## config.mk

```make
export PLATFORM = sky130hd
export DESIGN_NAME = ternary_mac_sequencer_flat
export DESIGN_NICKNAME = d
export VERILOG_FILES = /design/src/rtl/ternary_mac_sequencer_if.sv /design/src/rtl/ternary_mac_sequencer.sv /design/src/flat_wrapper.sv
export SDC_FILE = /design/constraint.sdc
export NUM_CORES = 1
export LEC_CHECK = 0
export ABC_AREA = 0
export BUFFER_PORTS_ARGS = -buffer_cell sky130_fd_sc_hd__buf_2
export CAP_MARGIN = 20
export CORE_ASPECT_RATIO = 0.5
export CORE_MARGIN = 10
export CORE_UTILIZATION = 30
export CTS_CLUSTER_DIAMETER = 30
export DETAILED_ROUTE_END_ITERATION = 8
export GPL_TIMING_DRIVEN = 0
export SLEW_MARGIN = 10
export SYNTH_ARGS = -nofsm -noshare
export SYNTH_HDL_FRONTEND = slang
export SYNTH_SLANG_ARGS = --single-unit
```

## constraint.sdc

```tcl
create_clock -name clk -period 1.6 [get_ports clk]
set_input_delay 0.16 -clock clk [delete_from_list [all_inputs] [get_ports clk]]
set_output_delay 0.16 -clock clk [all_outputs]
set_load 0.02 [all_outputs]
```

## src/rtl/ternary_mac_sequencer_if.sv

```systemverilog
// ----------------------------------------------------------------------------
// ternary_mac_sequencer_if
// Host command / data-beat handshake and datapath control bundle for
// ternary_mac_sequencer. Carries no clock or reset.
//
// Signals
//   cmd_valid  host -> seq   command valid
//   cmd_ready  seq  -> host  command can be accepted (IDLE only)
//   cmd_op     host -> seq   2'b10 LOAD, 2'b11 MULT, others illegal
//   cmd_len    host -> seq   MULT vector count (0 behaves as 1)
//   in_valid   host -> seq   data beat present on the shared input bus
//   load_en    seq  -> dp    loader captures the current beat
//   load_idx   seq  -> dp    beat index for the loader
//   mult_en    seq  -> dp    multiplier active
//   row        seq  -> dp    current weight row
//   out_valid  seq  -> host  result byte valid
//   out_last   seq  -> host  last row of last vector
//   busy       seq  -> host  controller not idle
//   done       seq  -> host  command complete pulse
//   err        seq  -> host  illegal / rejected command pulse
//
// Modports: master = host side, slave = sequencer side.
// ----------------------------------------------------------------------------
interface ternary_mac_sequencer_if;
    logic       cmd_valid;
    logic       cmd_ready;
    logic [1:0] cmd_op;
    logic [3:0] cmd_len;
    logic       in_valid;
    logic       load_en;
    logic [3:0] load_idx;
    logic       mult_en;
    logic [2:0] row;
    logic       out_valid;
    logic       out_last;
    logic       busy;
    logic       done;
    logic       err;

    modport master (
        output cmd_valid, cmd_op, cmd_len, in_valid,
        input  cmd_ready, load_en, load_idx, mult_en, row,
               out_valid, out_last, busy, done, err
    );

    modport slave (
        input  cmd_valid, cmd_op, cmd_len, in_valid,
        output cmd_ready, load_en, load_idx, mult_en, row,
               out_valid, out_last, busy, done, err
    );
endinterface

```

## src/rtl/ternary_mac_sequencer.sv

```systemverilog
// ----------------------------------------------------------------------------
// ternary_mac_sequencer
// Command-driven controller for the ternary weight-load / matrix-vector
// multiply datapath. LOAD steps the weight loader through LOAD_BEATS host
// beats (stallable via in_valid). MULT sweeps the row index across
// MAX_OUT_LEN rows for each of cmd_len input vectors, then drains the
// multiplier pipeline. out_valid/out_last follow mult_en by PIPE_LAT cycles.
//
// Ports
//   clk    clock
//   rst_n  synchronous active-low reset
//   bus    ternary_mac_sequencer_if.slave (command, data-beat and control)
//
// Parameters
//   MAX_IN_LEN   input vector length (informational; sizes LOAD_BEATS)
//   MAX_OUT_LEN  rows per vector, 1..8
//   LOAD_BEATS   host beats per full weight load, 1..15
//   PIPE_LAT     multiplier latency to the matching output byte, 0..3
//
// Optional feature macro: TTSEQ_WLOCK_EN
//   When defined, a MULT issued before any completed LOAD is rejected with
//   an err pulse. When undefined, MULT is always accepted.
// ----------------------------------------------------------------------------
module ternary_mac_sequencer #(
    parameter int MAX_IN_LEN  = 14,
    parameter int MAX_OUT_LEN = 7,
    parameter int LOAD_BEATS  = 14,
    parameter int PIPE_LAT    = 1
) (
    input  logic                        clk,
    input  logic                        rst_n,
    ternary_mac_sequencer_if.slave      bus
);

    localparam logic [1:0] OP_LOAD = 2'b10;
    localparam logic [1:0] OP_MULT = 2'b11;

    localparam logic [3:0] BEAT_LAST  = 4'(LOAD_BEATS - 1);
    localparam logic [2:0] ROW_LAST   = 3'(MAX_OUT_LEN - 1);
    localparam int         DRAIN_END  = (PIPE_LAT > 0) ? PIPE_LAT - 1 : 0;
    localparam logic [1:0] DRAIN_LAST = 2'(DRAIN_END);

    typedef enum logic [1:0] {
        S_IDLE,
        S_LOAD,
        S_MULT,
        S_DRAIN
    } state_t;

    state_t     state_q, state_d;
    logic [3:0] beat_q, beat_d;
    logic [2:0] row_q, row_d;
    logic [3:0] vec_q, vec_d;       // vectors still to process, incl. current
    logic [1:0] drain_q, drain_d;
    logic       wloaded_q, wloaded_d;
    logic       done_q, done_d;     // MULT completion, seen on IDLE entry
    logic       err_q, err_d;

    logic       mult_ok;
    logic       load_done;
    logic       raw_valid;
    logic       raw_last;

`ifdef TTSEQ_WLOCK_EN
    assign mult_ok = wloaded_q;
`else
    assign mult_ok = 1'b1;
`endif

    // NOTE: state registers use non-blocking assignments and a reset branch
    // sampled only on the clock edge, so reset is fully synchronous.
    always_ff @(posedge clk) begin
        if (!rst_n) begin
            state_q   <= S_IDLE;
            beat_q    <= '0;
            row_q     <= '0;
            vec_q     <= '0;
            drain_q   <= '0;
            wloaded_q <= 1'b0;
            done_q    <= 1'b0;
            err_q     <= 1'b0;
        end else begin
            state_q   <= state_d;
            beat_q    <= beat_d;
            row_q     <= row_d;
            vec_q     <= vec_d;
            drain_q   <= drain_d;
            wloaded_q <= wloaded_d;
            done_q    <= done_d;
            err_q     <= err_d;
        end
    end

    // NOTE: every signal written here gets a default first, so no path
    // through the case statement can infer a latch.
    always_comb begin
        state_d   = state_q;
        beat_d    = beat_q;
        row_d     = row_q;
        vec_d     = vec_q;
        drain_d   = drain_q;
        wloaded_d = wloaded_q;
        done_d    = 1'b0;
        err_d     = 1'b0;

        unique case (state_q)
            S_IDLE: begin
                if (bus.cmd_valid) begin
                    if (bus.cmd_op == OP_LOAD) begin
                        state_d = S_LOAD;
                        beat_d  = '0;
                    end else if (bus.cmd_op == OP_MULT && mult_ok) begin
                        state_d = S_MULT;
                        row_d   = '0;
                        vec_d   = (bus.cmd_len == 4'd0) ? 4'd1 : bus.cmd_len;
                    end else begin
                        err_d = 1'b1;
                    end
                end
            end

            S_LOAD: begin
                if (bus.in_valid) begin
                    if (beat_q == BEAT_LAST) begin
                        state_d   = S_IDLE;
                        beat_d    = '0;
                        wloaded_d = 1'b1;
                    end else begin
                        beat_d = beat_q + 4'd1;
                    end
                end
            end

            S_MULT: begin
                if (row_q == ROW_LAST) begin
                    row_d = '0;
                    if (vec_q == 4'd1) begin
                        vec_d = '0;
                        if (PIPE_LAT == 0) begin
                            state_d = S_IDLE;
                            done_d  = 1'b1;
                        end else begin
                            state_d = S_DRAIN;
                            drain_d = '0;
                        end
                    end else begin
                        vec_d = vec_q - 4'd1;
                    end
                end else begin
                    row_d = row_q + 3'd1;
                end
            end

            S_DRAIN: begin
                if (drain_q == DRAIN_LAST) begin
                    state_d = S_IDLE;
                    drain_d = '0;
                    done_d  = 1'b1;
                end else begin
                    drain_d = drain_q + 2'd1;
                end
            end

            default: state_d = S_IDLE;
        endcase
    end

    // LOAD completion is flagged combinationally on the final accepted beat;
    // MULT completion is registered so it appears on the first IDLE cycle.
    assign load_done = (state_q == S_LOAD) && bus.in_valid && (beat_q == BEAT_LAST);

    assign bus.cmd_ready = (state_q == S_IDLE);
    assign bus.busy      = (state_q != S_IDLE);
    assign bus.load_en   = (state_q == S_LOAD) && bus.in_valid;
    assign bus.load_idx  = beat_q;
    assign bus.mult_en   = (state_q == S_MULT);
    assign bus.row       = row_q;
    assign bus.done      = load_done | done_q;
    assign bus.err       = err_q;

    assign raw_valid = (state_q == S_MULT);
    assign raw_last  = raw_valid && (row_q == ROW_LAST) && (vec_q == 4'd1);

    // Align the output flags with the multiplier pipeline.
    generate
        if (PIPE_LAT == 0) begin : g_no_pipe
            assign bus.out_valid = raw_valid;
            assign bus.out_last  = raw_last;
        end else begin : g_pipe
            logic [PIPE_LAT-1:0] valid_pipe;
            logic [PIPE_LAT-1:0] last_pipe;

            always_ff @(posedge clk) begin
                if (!rst_n) begin
                    valid_pipe <= '0;
                    last_pipe  <= '0;
                end else begin
                    valid_pipe[0] <= raw_valid;
                    last_pipe[0]  <= raw_last;
                    for (int i = 1; i < PIPE_LAT; i++) begin
                        valid_pipe[i] <= valid_pipe[i-1];
                        last_pipe[i]  <= last_pipe[i-1];
                    end
                end
            end

            assign bus.out_valid = valid_pipe[PIPE_LAT-1];
            assign bus.out_last  = last_pipe[PIPE_LAT-1];
        end
    endgenerate

endmodule

```

## src/flat_wrapper.sv

```systemverilog
// flat-port wrapper written by rule: the top's interface ports become plain ports
module ternary_mac_sequencer_flat 
#(
    parameter int MAX_IN_LEN  = 14,
    parameter int MAX_OUT_LEN = 7,
    parameter int LOAD_BEATS  = 14,
    parameter int PIPE_LAT    = 1
)
  (clk, rst_n, bus_cmd_valid, bus_cmd_op, bus_cmd_len, bus_in_valid, bus_cmd_ready, bus_load_en, bus_load_idx, bus_mult_en, bus_row, bus_out_valid, bus_out_last, bus_busy, bus_done, bus_err);
  ternary_mac_sequencer_if bus_i ();
  input  logic clk;
  input  logic rst_n;
  input wire logic [$bits(bus_i.cmd_valid)-1:0] bus_cmd_valid;
  input wire logic [$bits(bus_i.cmd_op)-1:0] bus_cmd_op;
  input wire logic [$bits(bus_i.cmd_len)-1:0] bus_cmd_len;
  input wire logic [$bits(bus_i.in_valid)-1:0] bus_in_valid;
  output wire logic [$bits(bus_i.cmd_ready)-1:0] bus_cmd_ready;
  output wire logic [$bits(bus_i.load_en)-1:0] bus_load_en;
  output wire logic [$bits(bus_i.load_idx)-1:0] bus_load_idx;
  output wire logic [$bits(bus_i.mult_en)-1:0] bus_mult_en;
  output wire logic [$bits(bus_i.row)-1:0] bus_row;
  output wire logic [$bits(bus_i.out_valid)-1:0] bus_out_valid;
  output wire logic [$bits(bus_i.out_last)-1:0] bus_out_last;
  output wire logic [$bits(bus_i.busy)-1:0] bus_busy;
  output wire logic [$bits(bus_i.done)-1:0] bus_done;
  output wire logic [$bits(bus_i.err)-1:0] bus_err;
  assign bus_i.cmd_valid = bus_cmd_valid;
  assign bus_i.cmd_op = bus_cmd_op;
  assign bus_i.cmd_len = bus_cmd_len;
  assign bus_i.in_valid = bus_in_valid;
  assign bus_cmd_ready = bus_i.cmd_ready;
  assign bus_load_en = bus_i.load_en;
  assign bus_load_idx = bus_i.load_idx;
  assign bus_mult_en = bus_i.mult_en;
  assign bus_row = bus_i.row;
  assign bus_out_valid = bus_i.out_valid;
  assign bus_out_last = bus_i.out_last;
  assign bus_busy = bus_i.busy;
  assign bus_done = bus_i.done;
  assign bus_err = bus_i.err;
  ternary_mac_sequencer #(.MAX_IN_LEN(MAX_IN_LEN), .MAX_OUT_LEN(MAX_OUT_LEN), .LOAD_BEATS(LOAD_BEATS), .PIPE_LAT(PIPE_LAT)) u_core (.clk(clk), .rst_n(rst_n), .bus(bus_i));
endmodule
```

==> out/results.tsv, run 1 <==
metric	value	unit
Inserted Diodes	0	
P_sw	328	uW
syn nets	143	
CTS buffer count	3	
CTS tree	built	
Leakage	0.000540	uW
dpl hpwl	1880	um
ANT nets after route	0	
Pre-Repair DR Iteration Count	4	
Final Hold Fails	0	
worst clock skew	0.00858	ns
share of post-route cells with drive strength above 1	26.6	%
initial antenna violation count	0	
I/O Pins	25	
power per cell area	848	nW/um2
clock latency on the worst-skew pair	0.26	ns
die area	6440	um2
WS Path Type	flop to output port	
CTS H-tree depth	1	
clk root buf	clkbuf_8	
Congestion Overflow GR	0	
RSZ-0062 raised after global routing	false	
clock share of power	30.8	%
Post-Syn Area	1060	um2
Area Growth Syn to Fin	22.1	%
design internal power	767	uW
outcome	completed	
Worst Path Arrival	1.35	ns
fin util	37.8	%
setup TNS	0	ns
row cnt	15	
DIE WIDTH	104	um
Layout Nets	171	
Post-CTS Setup Repair Bufs	0	
Post-Route WL	2410	um
Die Y	62.0	um
Worst slew margin	70.7	%
Worst EP required	1.44	ns
Avg Cell Area, Syn	8.32	um2
vias in the first global route	884	
Area contributors post-synth	dfxtp_1 36%, ha_1 7.1%, a21oi_1 5.7%, nor2_1 5.0%, a211oi_2 3.6%	
Fmax	0.664	GHz
drt wl/cell	11.7	um
MaxCap Viol Count	0	
crit path launch type	flop	
Worst-path clk slew	0.07	ns
Starting Density	31.0	%
ys async rst share	0	%
top_reg_cell synth	dfxtp_1	
post-synth top area share	36.0	%
Max clock buf depth	2	
post-synthesis sequential area ratio	36.0	%
Cell variety after synth	41	
most frequent cell after synthesis	dfxtp_1	
Via Count	964	
worst-path maximum fanout	10	
sequential share of power	47.7	%
Initial DRC Count	41	
total number of yosys warnings	0	
worst vdd ir	282	uV
#FFs+latches synth	19	
Post-Syn Instances	127	
Tmin final	1.51	ns
Max Slew Vio Count	0	
GRT Util Overall	7.52	%
Gate power share	21.5	%
HP Class	primary input to flop	
input/output buffers	23	
synth cell count leaders	19 x dfxtp_1, 14 x nor2_1, 12 x a21oi_1	
largest net degree at the start of global routing	12	
Via density	4.70	
EDFF count, synth	0	
Core Area	3420	um2
Switching Share	29.9	%
first-pass GRT wire length	4030	um
Slew @ Worst Pin	0.439	ns
largest area contributor in the netlist	dfxtp_1	
GPL Wtd Cong	0.777	
final critical-path share of the clock period	94.1	%
crit end category	output port	
Setup Viol. Count Final	0	
clock sinks	19	
# DRC	0	
==> through the flow <==
stage	worst slack (ns)	cell area, um2	power, uW	hold WS, ns	instances
5_1_grt	0.00995	1290	1150	0.149	205
2_1_floorplan	0.166	1060	700	0.237	127
6_report	0.0946	1290	1090	0.145	205
3_5_place_dp	0.175	1240	768	0.408	201
3_3_place_gp	0.171	1240	765	0.406	201
4_1_cts	0.0358	1280	1110	0.137	205
==> critical path, cell delays in order, from the launching register on <==
cell      delay [ns]
dfxtp_1         0.47
nand2b_2        0.25
inv_2           0.05
buf_4           0.16
buf_2           0.16
==> state kept, by name, indices dropped and copies added (netlist names) <==
name / count
u_core.bus.out_valid: 1
u_core.bus.out_last: 1
u_core.bus.row: 3
u_core.bus.err: 1
u_core.vec_q: 4
u_core.state_q: 2
u_core.bus.load_idx: 4
u_core.done_q: 1
u_core.drain_q: 2
==> path summary, 6_finish.rpt <==
kind | endpoint | cells past startpoint | from | slack, ns
max | bus_mult_en | 4 | u_core.state_q[0]$_SDFFE_PN0P_ | 0.09
min | u_core.bus.err$_SDFF_PP0_ | 2 | bus_cmd_op[1] | 0.15
max reg2reg | u_core.vec_q[1]$_SDFFE_PN0P_ | 4 | u_core.bus.row[0]$_SDFFE_PN0P_ | 0.12
min reg2reg | u_core.drain_q[1]$_SDFFE_PN0P_ | 2 | u_core.drain_q[1]$_SDFFE_PN0P_ | 0.50
==> cells by family after synthesis <==
kind of cell               Yosys count  synth area share (%)
adders and majority gates            6                  7.10
AOI/OAI and AO/OA                   37                  24.3
buffers and inverters               15                  6.15
muxes                                1                  1.07
DFF                                 19                  36.0
and+or+nand+nor                     46                  23.0
xor gates and xnor gates             3                  2.49
==> metal layers <==
metal / vias up / GRT usage, % / part of all wire (%)
met2: 12 / 14.1 / 49
li1: 506 / - / -
met3: 2 / 2.57 / 4.2
met1: 444 / 8.27 / 46
met4: 0 / 1.96 / 1.1
met5: - / 0 / 0
==> layout by cell type, fill, tap and decap left out, types with 3 or more instances in the layout <==
cell type and n:
a211oi_2 3, a21oi_1 12, buf_2 24, clkbuf_8 3, dfxtp_1 18, ha_1 6
inv_1 8, nand2_1 9, nand2b_1 4, nand4_1 3, nor2_1 14, nor3_1 4
o21ai_0 3, o31ai_1 3, xnor2_1 3
==> area by class of cell <==
type                       instances  area [um2]
sequential                        19         382
fill                             384        2120
timing repair buffer              23         115
multi-input combinational         93         617
buffer                             5        30.0
inverter                          10        37.5
tap                               51        63.8
clock inverter                     1        5.00
clock buffer                       3        41.3
==> power by group through the flow <==
stage / logic (uW) / clock network [uW] / registers [uW]
after CTS: 238 / 349 / 521
after floorplan: 161 / 0 / 539
after detailed placement: 236 / 0 / 532
after global placement: 233 / 0 / 532
after global routing: 264 / 364 / 527
final: 236 / 337 / 522
==> timing repair <==
item / in CTS / in global routing
hold endpoints to repair: 0 / 0
hold buffers: 0 / 0
setup endpoints to repair: 0 / 4
resized for setup: 0 / 6
No activity file was read; power rests on OpenSTA's default activity.
==> inputs of run 2 (changes only) <==
--- a/config.mk
+++ b/config.mk
@@ -14,6 +14,7 @@
 export CTS_CLUSTER_DIAMETER = 30
 export DETAILED_ROUTE_END_ITERATION = 8
 export GPL_TIMING_DRIVEN = 0
+export RECOVER_POWER = 50
 export SLEW_MARGIN = 10
 export SYNTH_ARGS = -nofsm -noshare
 export SYNTH_HDL_FRONTEND = slang
==> run 2 against run 1 <==
  * Maximum frequency is essentially flat
  * Sequential share of layout area grew 0.29 points
  * Register-to-register slack got worse by 0.02 ns
  * Final cell count did not move
  * Critical path depth unchanged
  * Global-route usage is the same
  * Clock skew grew 0.0011 ns
  * First-iteration DRC count grew 12%
  * Die area stayed put
  * Combinational power hardly changed
  * Flip-flop and latch count stayed put
  * Non-clock buffer count did not move
  * Critical endpoint unchanged
  * Largest power group unchanged
==> out/results.tsv, run 2 (synthesis gave the netlist of run 1 again) <==
metric	value	unit	change
Worst Path Arrival	1.34	ns	about the same
setup TNS	0	ns	unchanged
crit path launch type	flop		
Worst slew margin	69.0	%	-1.6 points
Critical Path Max Stage Delay	0.47	ns	about the same
row cnt	15		unchanged
initial antenna violation count	0		unchanged
largest net degree at the start of global routing	12		unchanged
Pre-Repair DR Iteration Count	4		unchanged
CP cell instances	nand2b_2 -> inv_2 -> buf_4 -> buf_2		
HP Class	primary input to flop		
Initial DRC Count	46		+12%
crit end category	output port		
GRT Util Overall	7.52	%	unchanged
clock latency on the worst-skew pair	0.26	ns	about the same
worst clock skew	0.00970	ns	+0.00113 ns
MaxCap Viol Count	0		unchanged
# DRC	0		unchanged
clk root buf	clkbuf_8		
Area Growth Syn to Fin	20.9	%	
ANT nets after route	0		unchanged
first-pass GRT wire length	4030	um	unchanged
Leakage	0.000496	uW	-8.0%
Slew @ Worst Pin	0.464	ns	+0.0246 ns
Fmax	0.665	GHz	about the same
RSZ-0062 raised after global routing	false		
Tmin final	1.50	ns	-0.000804 ns
Inserted Diodes	0		unchanged
Post-Route WL	2410	um	about the same
Die Y	62.0	um	unchanged
power per cell area	855	nW/um2	+0.89%
fillcell total	385		+0.26%
dpl hpwl	1880	um	unchanged
CTS H-tree depth	1		unchanged
CTS buffer count	3		unchanged
fin util	37.4	%	-0.37 points
share of post-route cells with drive strength above 1	20.1	%	-6.5 points
DIE WIDTH	104	um	unchanged
worst hold slack	0.145	ns	-0.000574 ns
die area	6440	um2	unchanged
Setup Viol. Count Final	0		unchanged
Via Count	967		+0.31%
Congestion Overflow GR	0		unchanged
outcome	completed		
I/O Pins	25		unchanged
vias in the first global route	884		unchanged
most frequent cells in the layout	18 x dfxtp_1, 14 x nor2_1, 14 x buf_2		
Starting Density	31.0	%	unchanged
Sequential cell area	382	um2	unchanged
drt wl/cell	11.7	um	about the same
worst-path maximum fanout	10		unchanged
multi-input logic area	617	um2	unchanged
Core Area	3420	um2	unchanged
GPL Wtd Cong	0.777		unchanged
Hold-fix buffers, CTS	0		unchanged
Final Hold Fails	0		unchanged
input/output buffers	23		unchanged
Crit path max-delay family	flip-flops		
commonest non-fill, non-tap cell in the layout	dfxtp_1		
Max Slew Vio Count	0		unchanged
buffers plus inverters on the worst setup path	3		unchanged
Via density	4.72		+0.31%
final critical-path share of the clock period	94.0	%	about the same
CTS tree	built		
Max clock buf depth	2		unchanged
WS Path Type	flop to output port		
Worst EP required	1.44	ns	about the same
clock sinks	19		unchanged
CP max-delay cell	dfxtp_1		
Worst-path clk slew	0.07	ns	about the same
Layout Nets	171		unchanged
worst vdd ir	284	uV	+0.71%
[run 2: cell count changes in the layout (fill, tap and decap cells not counted)]
cell | before | now
buf_2 | 24 | 14
clkbuf_1 | 0 | 10
or2_0 | 0 | 1
or2_1 | 1 | 0
[run 2: path summary, 6_finish.rpt]
path	from	slack (ns)	cells past startpoint	to
worst min register to register	u_core.drain_q[1]$_SDFFE_PN0P_	0.51	2	u_core.drain_q[1]$_SDFFE_PN0P_
worst min-delay path	bus_cmd_op[1]	0.14	2	u_core.bus.err$_SDFF_PP0_
worst max-delay path	u_core.state_q[0]$_SDFFE_PN0P_	0.1	4	bus_mult_en
worst max register to register	u_core.bus.row[0]$_SDFFE_PN0P_	0.1	4	u_core.vec_q[1]$_SDFFE_PN0P_
[run 2: final cells by class]
cell class | count | area share (%)
multi-input combinational | 93 | 48.2
clock inverter | 1 | 0.391
clock buffer | 3 | 3.23
timing repair buffer | 23 | 8.02
buffer | 5 | 2.35
inverter | 10 | 2.94
tap | 51 | 4.99
sequential | 19 | 29.8
[run 2: stage by stage]
step	worst slack, ns	total power [uW]	instance area [um2]	instances
after floorplan	0.166	700	1060	127
after global placement	0.171	765	1240	201
after detailed placement	0.175	768	1240	201
after CTS	0.0358	1110	1280	205
after global routing	0.00822	1150	1280	205
final	0.0954	1090	1280	205
[run 2: worst reg2reg max path, delay by kind of cell (launching register included)]
kind / cells / cell delay, ns
compound gates: 3 / 0.80
flops: 1 / 0.38
simple gates: 1 / 0.24
[run 2: timing repair]
item / CTS / global route
setup buffers: 0 / 0
setup endpoints to repair: 0 / 4
resized for setup: 0 / 6
[run 2: report_power, final]
group	switching, uW	total, uW	internal (uW)
sequential	25.7	522	497
combinational	139	233	94.6
clock	165	338	173
[run 2: per-layer routing]
metal	GRT usage, %	vias to the layer above	routed length [um]
met1	8.27	446	1120
met3	2.57	2	91
li1	-	507	-
met2	14.1	12	1170
met5	0	-	0
met4	1.96	0	27
==> inputs of run 3 (changes only) <==
==> constraint.sdc (replaced) <==
create_clock -name clk -period 1.6 [get_ports clk]
set_input_delay 0.24 -clock clk [delete_from_list [all_inputs] [get_ports clk]]
set_output_delay 0.24 -clock clk [all_outputs]
set_load 0.02 [all_outputs]
==> run 3 against run 2 <==
  * Global-route usage about the same
  * Largest cell class unchanged
  * Flip-flop and latch count unchanged
  * Sequential share of layout area down 0.13 points
  * Final cell count up 0.49%
  * Sequential power about the same
  * Maximum frequency up 0.13%
  * Combinational power about the same
  * Cell area up 0.78%
  * Highest routed layer unchanged
==> out/results.tsv, run 3 (synthesis gave the netlist of run 1 again) <==
metric	value	unit	change
Final Hold Fails	0		unchanged
commonest non-fill, non-tap cell in the layout	dfxtp_1		
Area Growth Syn to Fin	21.9	%	
Max clock buf depth	2		unchanged
Setup Viol. Count Final	0		unchanged
clock share of power	30.9	%	about the same
Worst Path Arrival	1.26	ns	-0.08 ns
Post-Route WL	2410	um	unchanged
largest net degree at the start of global routing	12		unchanged
initial antenna violation count	0		unchanged
Pre-Repair DR Iteration Count	4		unchanged
Gate power share	21.3	%	about the same
first-pass GRT wire length	4020	um	-0.17%
I/O Pins	25		unchanged
met1 usage	8.09	%	-0.18 points
Congestion Overflow GR	0		unchanged
drt wl/cell	11.7	um	-0.49%
crit path launch type	flop		
most frequent cells in the layout	17 x dfxtp_1, 15 x buf_2, 14 x nor2_1		
ANT nets after route	0		unchanged
Worst slew margin	69.0	%	about the same
design internal power	765	uW	about the same
share of post-route cells with drive strength above 1	21.9	%	+1.8 points
Inserted Diodes	0		unchanged
Fmax	0.666	GHz	+0.13%
grt peak-use layer	met2		
setup TNS	0	ns	unchanged
power per cell area	849	nW/um2	-0.73%
Core Area	3420	um2	unchanged
sequential share of power	47.8	%	about the same
worst hold slack	0.224	ns	+0.0798 ns
CTS H-tree depth	1		unchanged
Slew @ Worst Pin	0.464	ns	-0.000154 ns
MaxCap Viol Count	0		unchanged
input/output buffers	23		unchanged
outcome	completed		
Via Count	969		+0.21%
final worst slack	0.0974	ns	+0.00203 ns
Max Slew Vio Count	0		unchanged
RSZ-0062 raised after global routing	false		
Starting Density	31.0	%	unchanged
met2 Use GR	14.2	%	+0.090 points
WS Path Type	flop to output port		
Leakage	0.000505	uW	+1.8%
final critical-path share of the clock period	93.9	%	-0.13 points
Via density	4.70		-0.28%
Layout Nets	172		+0.58%
worst clock skew	0.00965	ns	-0.0000581 ns
HP Class	primary input to flop		
CTS tree	built		
Initial DRC Count	44		-4.3%
fillcell total	380		-1.3%
pre-CTS setup slack	0.175	ns	unchanged
Switching Share	30.1	%	about the same
DIE WIDTH	104	um	unchanged
P_sw	330	uW	about the same
met3 global-route usage	2.57	%	unchanged
Worst EP required	1.36	ns	-0.08 ns
worst vdd ir	285	uV	about the same
dpl hpwl	1880	um	unchanged
Tmin final	1.50	ns	-0.00203 ns
crit end category	output port		
GPL Wtd Cong	0.777		unchanged
clk root buf	clkbuf_8		
clock sinks	19		unchanged
clock latency on the worst-skew pair	0.26	ns	about the same
vias in the first global route	889		+0.57%
# DRC	0		unchanged
die area	6440	um2	unchanged
GRT Util Overall	7.47	%	-0.045 points
worst-path maximum fanout	10		unchanged
Die Y	62.0	um	unchanged
Worst-path clk slew	0.07	ns	about the same
CTS buffer count	3		unchanged
Final Power	1090	uW	about the same
row cnt	15		unchanged
## run 3: changes by cell type in the layout (fill, tap and decap cells not counted), sizes merged
cell / delta
buf: +2
clkbuf: -1
## run 3: stage by stage
step           utilization (%)  cells  area, um2
5_1_grt                   37.7    206       1290
4_1_cts                   37.7    205       1290
2_1_floorplan                -    127       1060
3_3_place_gp              36.2    201       1240
6_report                  37.7    206       1290
3_5_place_dp              36.2    201       1240
## run 3: final cells by class
cell class,instances,area (um2),share of cell area [%]
Clock inverter,1,5.00,0.388
Buffer,5,30.0,2.33
Multi-Input combinational cell,93,617,47.9
Clock buffer,3,41.3,3.20
Timing Repair Buffer,24,111,8.64
Tap cell,51,63.8,4.95
Inverter,10,37.5,2.91
Sequential cell,19,383,29.7
## run 3: power groups by stage
| stage | clock network [uW] | registers (uW) | logic, uW |
|---|---|---|---|
| after global routing | 364 | 527 | 262 |
| after global placement | 0 | 532 | 233 |
| after CTS | 349 | 522 | 238 |
| final | 338 | 523 | 233 |
| after floorplan | 0 | 539 | 161 |
| after detailed placement | 0 | 532 | 236 |
## run 3: final timing paths
kind | from | endpoint | slack (ns) | depth (start not counted)
setup / recovery | u_core.state_q[0]$_SDFFE_PN0P_ | bus_mult_en | 0.1 | 4
hold / removal | bus_cmd_op[1] | u_core.bus.err$_SDFF_PP0_ | 0.22 | 2
setup reg to reg | u_core.bus.row[0]$_SDFFE_PN0P_ | u_core.vec_q[1]$_SDFFE_PN0P_ | 0.1 | 4
hold reg to reg | u_core.drain_q[1]$_SDFFE_PN0P_ | u_core.drain_q[1]$_SDFFE_PN0P_ | 0.51 | 2
## run 3: timing repair
item | in CTS | in global routing
resized for setup | 3 | 2
pin swaps | 0 | 1
buffers inserted | 0 | 1
endpoints found under the setup margin | 2 | 4
hold buffers | 0 | 0
## run 3: worst max-delay path: stages, from the launching register on
cell	delay, ns
dfxtp_2	0.36
nand2b_2	0.24
inv_2	0.08
buf_4	0.15
buf_2	0.18
## run 3: routing by layer
metal	wire length, um	part of all wire, %
met1	1110	46
met2	1170	49
met3	103	4.3
met4	27	1.1
met5	0	0
